## config.mk

```make
export PLATFORM = sky130hd
export DESIGN_NAME = alu_pipe_flat
export DESIGN_NICKNAME = d
export VERILOG_FILES = /design/src/rtl/alu_pkg.sv /design/src/rtl/alu_pipe_if.sv /design/src/rtl/alu_mul_shiftadd.sv /design/src/rtl/alu_pipe.sv /design/src/flat_wrapper.sv
export SDC_FILE = /design/constraint.sdc
export NUM_CORES = 1
export LEC_CHECK = 0
export BUFFER_PORTS_ARGS = -buffer_cell sky130_fd_sc_hd__buf_4
export CORE_MARGIN = 4
export CORE_UTILIZATION = 25
export CTS_CLUSTER_DIAMETER = 120
export DETAILED_ROUTE_END_ITERATION = 8
export GPL_TIMING_DRIVEN = 0
export SLEW_MARGIN = 0
export SYNTH_ARGS = -nofsm -noshare
export SYNTH_HDL_FRONTEND = slang
export SYNTH_SLANG_ARGS = --single-unit
```

## constraint.sdc

```tcl
create_clock -name clk -period 2.55 [get_ports clk]
set_clock_uncertainty 0.15 [all_clocks]
set_input_delay 0.51 -clock clk [delete_from_list [all_inputs] [get_ports clk]]
set_output_delay 0.51 -clock clk [all_outputs]
set_load 0.005 [all_outputs]
```

## src/rtl/alu_pkg.sv

```systemverilog
// Shared definitions for the pipelined ALU, the combinational ALU and the
// bench model: opcode encodings, flag bundle layout and FSM state type.
package alu_pkg;

    localparam logic [3:0] OP_ADD = 4'd1;
    localparam logic [3:0] OP_ADC = 4'd2;
    localparam logic [3:0] OP_SUB = 4'd3;
    localparam logic [3:0] OP_INC = 4'd4;
    localparam logic [3:0] OP_DEC = 4'd5;
    localparam logic [3:0] OP_AND = 4'd6;
    localparam logic [3:0] OP_NOT = 4'd7;
    localparam logic [3:0] OP_ROL = 4'd8;
    localparam logic [3:0] OP_ROR = 4'd9;
    localparam logic [3:0] OP_OR  = 4'd10;
    localparam logic [3:0] OP_XOR = 4'd11;
    localparam logic [3:0] OP_MUL = 4'd12;

    typedef struct packed {
        logic invalid_op;
        logic parity;
        logic zero;
        logic borrow;
        logic carry_out;
    } alu_flags_t;

    typedef enum logic {
        ST_IDLE,
        ST_MUL_RUN
    } alu_state_t;

    // Ops whose carry/borrow result is kept in the internal carry flag.
    function automatic logic sets_carry_flag(input logic [3:0] op);
        return (op == OP_ADD) || (op == OP_ADC) || (op == OP_INC) ||
               (op == OP_SUB) || (op == OP_DEC);
    endfunction

endpackage

```

## src/rtl/alu_pipe_if.sv

```systemverilog
// Operand/result handshake bundle for alu_pipe.
//   master: operand source + result sink (drives in_valid, opcode, a, b,
//           carry_in, out_ready)
//   slave : the ALU (drives in_ready, out_valid, y, y_hi, flags, busy)
interface alu_pipe_if #(
    parameter int BUS_WIDTH = 8
);
    logic                 in_valid;
    logic                 in_ready;
    logic [3:0]           opcode;
    logic [BUS_WIDTH-1:0] a;
    logic [BUS_WIDTH-1:0] b;
    logic                 carry_in;
    logic                 out_valid;
    logic                 out_ready;
    logic [BUS_WIDTH-1:0] y;
    logic [BUS_WIDTH-1:0] y_hi;
    logic                 carry_out;
    logic                 borrow;
    logic                 zero;
    logic                 parity;
    logic                 invalid_op;
    logic                 busy;

    modport master (
        output in_valid, opcode, a, b, carry_in, out_ready,
        input  in_ready, out_valid, y, y_hi, carry_out, borrow, zero,
               parity, invalid_op, busy
    );

    modport slave (
        input  in_valid, opcode, a, b, carry_in, out_ready,
        output in_ready, out_valid, y, y_hi, carry_out, borrow, zero,
               parity, invalid_op, busy
    );
endinterface

```

## src/rtl/alu_mul_shiftadd.sv

```systemverilog
// Iterative unsigned shift-add multiplier, one partial product per cycle.
//   clk, rst_n : clock, async active-low reset
//   start      : load a/b and begin (ignored while running)
//   a, b       : multiplicand, multiplier
//   busy       : iterations still in progress
//   done       : product valid; held for exactly one cycle, then idles
//   product    : 2*BUS_WIDTH-bit result
module alu_mul_shiftadd #(
    parameter int BUS_WIDTH = 8
) (
    input  logic                   clk,
    input  logic                   rst_n,
    input  logic                   start,
    input  logic [BUS_WIDTH-1:0]   a,
    input  logic [BUS_WIDTH-1:0]   b,
    output logic                   busy,
    output logic                   done,
    output logic [2*BUS_WIDTH-1:0] product
);
    localparam int            CW   = $clog2(BUS_WIDTH + 1);
    localparam logic [CW-1:0] LAST = CW'(BUS_WIDTH);

    logic [BUS_WIDTH-1:0] mcand;
    logic [BUS_WIDTH-1:0] acc_hi;
    logic [BUS_WIDTH-1:0] acc_lo;
    logic [CW-1:0]        cnt;
    logic                 run;
    logic [BUS_WIDTH:0]   sum;

    // acc_lo starts as the multiplier and is shifted out LSB first while the
    // product's low half is shifted in from the top.
    always_comb begin
        sum = {1'b0, acc_hi};
        if (acc_lo[0]) sum = {1'b0, acc_hi} + {1'b0, mcand};
    end

    assign busy    = run && (cnt != LAST);
    assign done    = run && (cnt == LAST);
    assign product = {acc_hi, acc_lo};

    always_ff @(posedge clk or negedge rst_n) begin
        if (!rst_n) begin
            mcand  <= '0;
            acc_hi <= '0;
            acc_lo <= '0;
            cnt    <= '0;
            run    <= 1'b0;
        end else if (start && !run) begin
            mcand  <= a;
            acc_hi <= '0;
            acc_lo <= b;
            cnt    <= '0;
            run    <= 1'b1;
        end else if (busy) begin
            acc_hi <= sum[BUS_WIDTH:1];
            acc_lo <= {sum[0], acc_lo[BUS_WIDTH-1:1]};
            cnt    <= cnt + CW'(1);
        end else if (done) begin
            run    <= 1'b0;
        end
    end
endmodule

```

## src/rtl/alu_pipe.sv

```systemverilog
// Registered, handshaked ALU with an iterative multiply.
//   clk, rst_n : clock, async active-low reset
//   bus        : alu_pipe_if slave (operand in, result out, flags, busy)
// Parameters: BUS_WIDTH (>=2); CARRY_FROM_FLAG selects the ADC carry source
// (0: bus.carry_in, 1: internal carry flag).
//
//   state      | meaning
//   -----------+------------------------------------------------------------
//   ST_IDLE    | accepting ops; single-cycle results load on accept
//   ST_MUL_RUN | multiplier iterating; result loads when it reports done
module alu_pipe
    import alu_pkg::*;
#(
    parameter int BUS_WIDTH       = 8,
    parameter bit CARRY_FROM_FLAG = 1'b0
) (
    input logic       clk,
    input logic       rst_n,
    alu_pipe_if.slave bus
);
    alu_state_t             state_q, state_d;
    logic                   out_valid_q;
    logic [BUS_WIDTH-1:0]   y_q, y_hi_q;
    alu_flags_t             flags_q;
    logic                   carry_flag_q;

    logic                   in_ready;
    logic                   accept;
    logic                   mul_start, load_single, load_mul;
    logic                   mul_busy, mul_done;
    logic [2*BUS_WIDTH-1:0] product;

    logic                   c_in;
    logic [BUS_WIDTH:0]     wide;
    alu_flags_t             res_flags, mul_flags;

    assign in_ready = (state_q == ST_IDLE) && (!out_valid_q || bus.out_ready);
    assign accept   = bus.in_valid && in_ready;
    assign c_in     = CARRY_FROM_FLAG ? carry_flag_q : bus.carry_in;

    always_comb begin
        state_d     = state_q;
        mul_start   = 1'b0;
        load_single = 1'b0;
        load_mul    = 1'b0;
        case (state_q)
            ST_IDLE: begin
                if (accept) begin
                    if (bus.opcode == OP_MUL) begin
                        mul_start = 1'b1;
                        state_d   = ST_MUL_RUN;
                    end else begin
                        load_single = 1'b1;
                    end
                end
            end
            ST_MUL_RUN: begin
                if (mul_done) begin
                    load_mul = 1'b1;
                    state_d  = ST_IDLE;
                end
            end
            default: state_d = ST_IDLE;
        endcase
    end

    // Single-cycle datapath; the MSB of 'wide' is the carry or borrow.
    always_comb begin
        wide      = '0;
        res_flags = '0;
        case (bus.opcode)
            OP_ADD: wide = {1'b0, bus.a} + {1'b0, bus.b};
            OP_ADC: wide = {1'b0, bus.a} + {1'b0, bus.b} + {{BUS_WIDTH{1'b0}}, c_in};
            OP_SUB: wide = {1'b0, bus.a} - {1'b0, bus.b};
            OP_INC: wide = {1'b0, bus.a} + {{BUS_WIDTH{1'b0}}, 1'b1};
            OP_DEC: wide = {1'b0, bus.a} - {{BUS_WIDTH{1'b0}}, 1'b1};
            OP_AND: wide = {1'b0, bus.a & bus.b};
            OP_NOT: wide = {1'b0, ~bus.a};
            OP_ROL: wide = {1'b0, bus.a[BUS_WIDTH-2:0], bus.a[BUS_WIDTH-1]};
            OP_ROR: wide = {1'b0, bus.a[0], bus.a[BUS_WIDTH-1:1]};
            OP_OR:  wide = {1'b0, bus.a | bus.b};
            OP_XOR: wide = {1'b0, bus.a ^ bus.b};
            default: res_flags.invalid_op = 1'b1;
        endcase
        case (bus.opcode)
            OP_ADD, OP_ADC, OP_INC: res_flags.carry_out = wide[BUS_WIDTH];
            OP_SUB, OP_DEC:         res_flags.borrow    = wide[BUS_WIDTH];
            default: ;
        endcase
        if (!res_flags.invalid_op) begin
            res_flags.zero   = (wide[BUS_WIDTH-1:0] == '0);
            res_flags.parity = ^wide[BUS_WIDTH-1:0];
        end
    end

    always_comb begin
        mul_flags        = '0;
        mul_flags.zero   = (product == '0);
        mul_flags.parity = ^product;
    end

    alu_mul_shiftadd #(.BUS_WIDTH(BUS_WIDTH)) u_mul (
        .clk     (clk),
        .rst_n   (rst_n),
        .start   (mul_start),
        .a       (bus.a),
        .b       (bus.b),
        .busy    (mul_busy),
        .done    (mul_done),
        .product (product)
    );

    always_ff @(posedge clk or negedge rst_n) begin
        if (!rst_n) begin
            state_q      <= ST_IDLE;
            out_valid_q  <= 1'b0;
            y_q          <= '0;
            y_hi_q       <= '0;
            flags_q      <= '0;
            carry_flag_q <= 1'b0;
        end else begin
            state_q <= state_d;
            if (load_single) begin
                y_q         <= wide[BUS_WIDTH-1:0];
                y_hi_q      <= '0;
                flags_q     <= res_flags;
                out_valid_q <= 1'b1;
                if (sets_carry_flag(bus.opcode))
                    carry_flag_q <= res_flags.carry_out | res_flags.borrow;
            end else if (load_mul) begin
                y_q         <= product[BUS_WIDTH-1:0];
                y_hi_q      <= product[2*BUS_WIDTH-1:BUS_WIDTH];
                flags_q     <= mul_flags;
                out_valid_q <= 1'b1;
            end else if (bus.out_ready) begin
                out_valid_q <= 1'b0;
            end
        end
    end

    assign bus.in_ready   = in_ready;
    assign bus.out_valid  = out_valid_q;
    assign bus.y          = y_q;
    assign bus.y_hi       = y_hi_q;
    assign bus.carry_out  = flags_q.carry_out;
    assign bus.borrow     = flags_q.borrow;
    assign bus.zero       = flags_q.zero;
    assign bus.parity     = flags_q.parity;
    assign bus.invalid_op = flags_q.invalid_op;
    assign bus.busy       = mul_busy;
endmodule

```

## src/flat_wrapper.sv

```systemverilog
// flat-port wrapper written by rule: the top's interface ports become plain ports
module alu_pipe_flat import alu_pkg::*;
#(
    parameter int BUS_WIDTH       = 8,
    parameter bit CARRY_FROM_FLAG = 1'b0
)
  (clk, rst_n, bus_in_valid, bus_opcode, bus_a, bus_b, bus_carry_in, bus_out_ready, bus_in_ready, bus_out_valid, bus_y, bus_y_hi, bus_carry_out, bus_borrow, bus_zero, bus_parity, bus_invalid_op, bus_busy);
  alu_pipe_if #(.BUS_WIDTH(BUS_WIDTH)) bus_i ();
  input logic clk;
  input logic rst_n;
  input wire logic [$bits(bus_i.in_valid)-1:0] bus_in_valid;
  input wire logic [$bits(bus_i.opcode)-1:0] bus_opcode;
  input wire logic [$bits(bus_i.a)-1:0] bus_a;
  input wire logic [$bits(bus_i.b)-1:0] bus_b;
  input wire logic [$bits(bus_i.carry_in)-1:0] bus_carry_in;
  input wire logic [$bits(bus_i.out_ready)-1:0] bus_out_ready;
  output wire logic [$bits(bus_i.in_ready)-1:0] bus_in_ready;
  output wire logic [$bits(bus_i.out_valid)-1:0] bus_out_valid;
  output wire logic [$bits(bus_i.y)-1:0] bus_y;
  output wire logic [$bits(bus_i.y_hi)-1:0] bus_y_hi;
  output wire logic [$bits(bus_i.carry_out)-1:0] bus_carry_out;
  output wire logic [$bits(bus_i.borrow)-1:0] bus_borrow;
  output wire logic [$bits(bus_i.zero)-1:0] bus_zero;
  output wire logic [$bits(bus_i.parity)-1:0] bus_parity;
  output wire logic [$bits(bus_i.invalid_op)-1:0] bus_invalid_op;
  output wire logic [$bits(bus_i.busy)-1:0] bus_busy;
  assign bus_i.in_valid = bus_in_valid;
  assign bus_i.opcode = bus_opcode;
  assign bus_i.a = bus_a;
  assign bus_i.b = bus_b;
  assign bus_i.carry_in = bus_carry_in;
  assign bus_i.out_ready = bus_out_ready;
  assign bus_in_ready = bus_i.in_ready;
  assign bus_out_valid = bus_i.out_valid;
  assign bus_y = bus_i.y;
  assign bus_y_hi = bus_i.y_hi;
  assign bus_carry_out = bus_i.carry_out;
  assign bus_borrow = bus_i.borrow;
  assign bus_zero = bus_i.zero;
  assign bus_parity = bus_i.parity;
  assign bus_invalid_op = bus_i.invalid_op;
  assign bus_busy = bus_i.busy;
  alu_pipe #(.BUS_WIDTH(BUS_WIDTH), .CARRY_FROM_FLAG(CARRY_FROM_FLAG)) u_core (.clk(clk), .rst_n(rst_n), .bus(bus_i));
endmodule
```

==> run summary <==
fin crit share: 137.1%
worst setup path class: input pin to flip-flop
cts bufs inserted: 5
die area: 0.02000 sq mm
initial DRC count: 420
worst rel slew slack: 50.30%
Yosys top cell by area: dfrtp_1
DR vias/cell: 5.239
Finished Cell Area: 0.005997 sq mm
Mapped Cells: 512
Max VDD drop: 0.3210 mV
Setup crit start kind: input pin
Die Width: 141.4 microns
Die Ht: 141.4 microns
crit path max fanout: 5
status: finished with violations
Routed WL per cell: 17.91 microns
largest cells by area after synthesis: dfrtp_1 29%, ha_1 14%, o21ai_0 4.8%, inv_1 4.2%, xnor2_1 3.9%
post-layout worst setup margin: -0.9469 ns
Synth Net Count: 589
fin util: 34.55%
post-route insts no fill: 824
antenna viol nets, final: 0
Final Hold Vio Count: 0
Via Count: 4317
synth unique cells: 62
Starting Density: 25.63%
Seq cells post-synth: 52
fmax: 286.0 MHz
number of flops mapped to enable cells by yosys: 0
Critical Path Sink Type: flip-flop
Max-cap violations: 0
Final nets: 676
final setup fails: 8
RePlAce Congestion: 0.9304
Pwr per Cell Area: 714.1 mW/mm^2
Comb pwr share: 53.3%
drt pass-1 iters: 5
slew of the pin with the lowest slew margin: 0.7423 ns
Tot GR Track Use: 14.72%
min Tclk post-route: 3.497 ns
Post-synth top flop: dfrtp_1
CTS tree: yes
internal power: 0.002559 W
pin count of the biggest net entering global routing: 53
commonest non-fill, non-tap cell in the layout: buf_4
Clock Latency Late Sink: 0.29 ns
Root Driver: clkbuf_16
total gr overflow: 0
CTS Sinks: 52
most frequent cells in the layout: 72 x buf_4, 52 x dfrtp_1, 43 x inv_1
CP Data Arrival Time: 3.52 ns
WP data required: 2.57 ns
worst hold-check path type: input pin to asynchronous set/reset pin
Post-Syn Area: 0.004449 sq mm
clock-pin slew on the worst setup and hold paths: 0.07 ns
pre-CTS WS: -1.654 ns
Cells after DPL: 785
initial antenna violation count: 0
average size of a mapped cell: 8.690 sq um
share of layout cells above drive strength 1: 28.88%
row cnt: 48
sequential share of power: 31.8%
number of remaining DRC errors: 0
htree depth: 2
P&R area growth vs syn: 34.79%
Core Region: 0.01736 sq mm
Placed Area: 0.005177 sq mm
Top Ports: 49
CTS Buffer Depth: 2
Total Wirelength: 14.76 mm
I/O Buffers: 48
Leak Pwr: 2.583 nW
first-pass GRT wire length: 23.29 mm
Net Switching: 0.001723 W
Ys Warns: 0
vias in the first global route: 4085
hpwl dp: 10.98 mm
unrepaired setup endpoints after global routing: yes
sw frac: 40.24%
failing checks: negative setup slack
FFs w/ async S/R, synth: 100.0%
sequential fraction of the synthesis area: 29.25%
Final Max Tran Viols: 0
total inserted antenna cells: 0
Clk pwr share: 14.9%
post-synth top area share: 29.25%
power groups by stage:
stage	Clock, W	Combinational (W)	Sequential (W)
3_5_place_dp	0	0.00204	0.00137
4_1_cts	0.000661	0.00223	0.00136
3_3_place_gp	0	0.00202	0.00137
6_report	0.000637	0.00228	0.00136
5_1_grt	0.000698	0.00255	0.00140
2_1_floorplan	0	0.00143	0.00129
cell type report:
cell class,count,area (sq um)
flip-flops and latches,52,1301
multi-input cells,389,3306
plain buffers,18,107.6
fillers,1753,11360
clock inverters,1,5.005
repair buffers,80,655.6
inverters,53,211.5
well taps,225,281.5
clock buffers,6,128.9
final timing paths:
check | start | endpoint | slack [ns] | depth (start not counted)
max reg2reg | u_core.u_mul.acc_lo[0] | u_core.bus.parity | 0.03 | 8
max | bus_b[0] | u_core.bus.parity | -0.95 | 15
min | rst_n | u_core.state_q | 0.09 | 1
min in group clk | bus_out_ready | u_core.bus.out_valid | 0.26 | 2
max in group asynchronous | rst_n | u_core.u_mul.acc_hi[5] | 1.70 | 1
min reg2reg | u_core.bus.borrow | u_core.bus.borrow | 0.34 | 2
cells by family after synthesis:
group | Yosys count | synth area share [%]
compound gates | 160 | 23.79
flops | 52 | 29.25
buf+inv | 71 | 6.018
mux | 19 | 4.809
simple gates | 127 | 14.74
xor+xnor | 31 | 6.271
fa+ha+maj | 52 | 15.13
critical path, cell delays in order:
cell and delay [ns]:
buf_8 0.11, ha_4 0.15, inv_2 0.06, fa_2 0.25, and2b_2 0.25, o2111ai_2 0.19
nand4b_1 0.24, xnor2_4 0.23, or4_4 0.51, a31oi_4 0.22, ha_4 0.23, xnor2_2 0.13
xnor2_1 0.16, nor2_1 0.07, o32a_1 0.20
through the flow:
stage          total power, W  hold WS, ns  setup TNS (ns)
3_3_place_gp         0.003395       0.3235          -21.17
2_1_floorplan        0.002723      0.06441          -3.099
6_report             0.004282      0.09382          -3.499
3_5_place_dp         0.003413       0.3225          -21.74
4_1_cts              0.004255       0.1341          -2.946
5_1_grt              0.004647       0.1635          -4.320
layer usage:
layer  share of wire [%]  vias to the layer above  track usage (%)
met3                 6.5                       23            2.191
met4                 2.1                        0            4.040
met2                  44                      161            22.45
li1                    -                     2046                -
met1                  47                     2087            21.67
met5                   0                        -                0
sequential cells by signal, indices dropped and copies added (netlist names), 4 cells and up:
name                 cells
u_core.u_mul.acc_lo      8
u_core.u_mul.mcand       8
u_core.bus.y_hi          8
u_core.u_mul.cnt         4
u_core.u_mul.acc_hi      8
u_core.bus.y             8
repair_timing:
| action | CTS | global route |
|---|---|---|
| buffers inserted | 33 | 3 |
| hold buffers | 0 | 0 |
| gates resized for setup | 68 | 24 |
| endpoints found under the setup margin | 34 | 14 |
| pin swaps | 35 | 16 |
synth_stat cells, drive strengths merged, types with 2 or more instances:
master / number
a2111oi: 2
a211oi: 4
a21o: 5
a21oi: 26
a22o: 10
a22oi: 20
a31oi: 4
a32oi: 4
buf: 3
clkbuf: 15
clkinv: 2
dfrtp: 52
fa: 3
ha: 49
inv: 51
mux2: 9
mux2i: 9
nand2: 34
nand2b: 6
nand3: 7
nand3b: 4
nand4: 5
nor2: 28
nor2b: 7
nor3: 14
nor3b: 5
nor4b: 2
o2111ai: 2
o211ai: 5
o21a: 4
o21ai: 45
o221ai: 3
o22ai: 14
o31ai: 3
or2: 3
or3: 4
or4: 3
xnor2: 21
xor2: 10
Power figures use the tool's default switching activity.
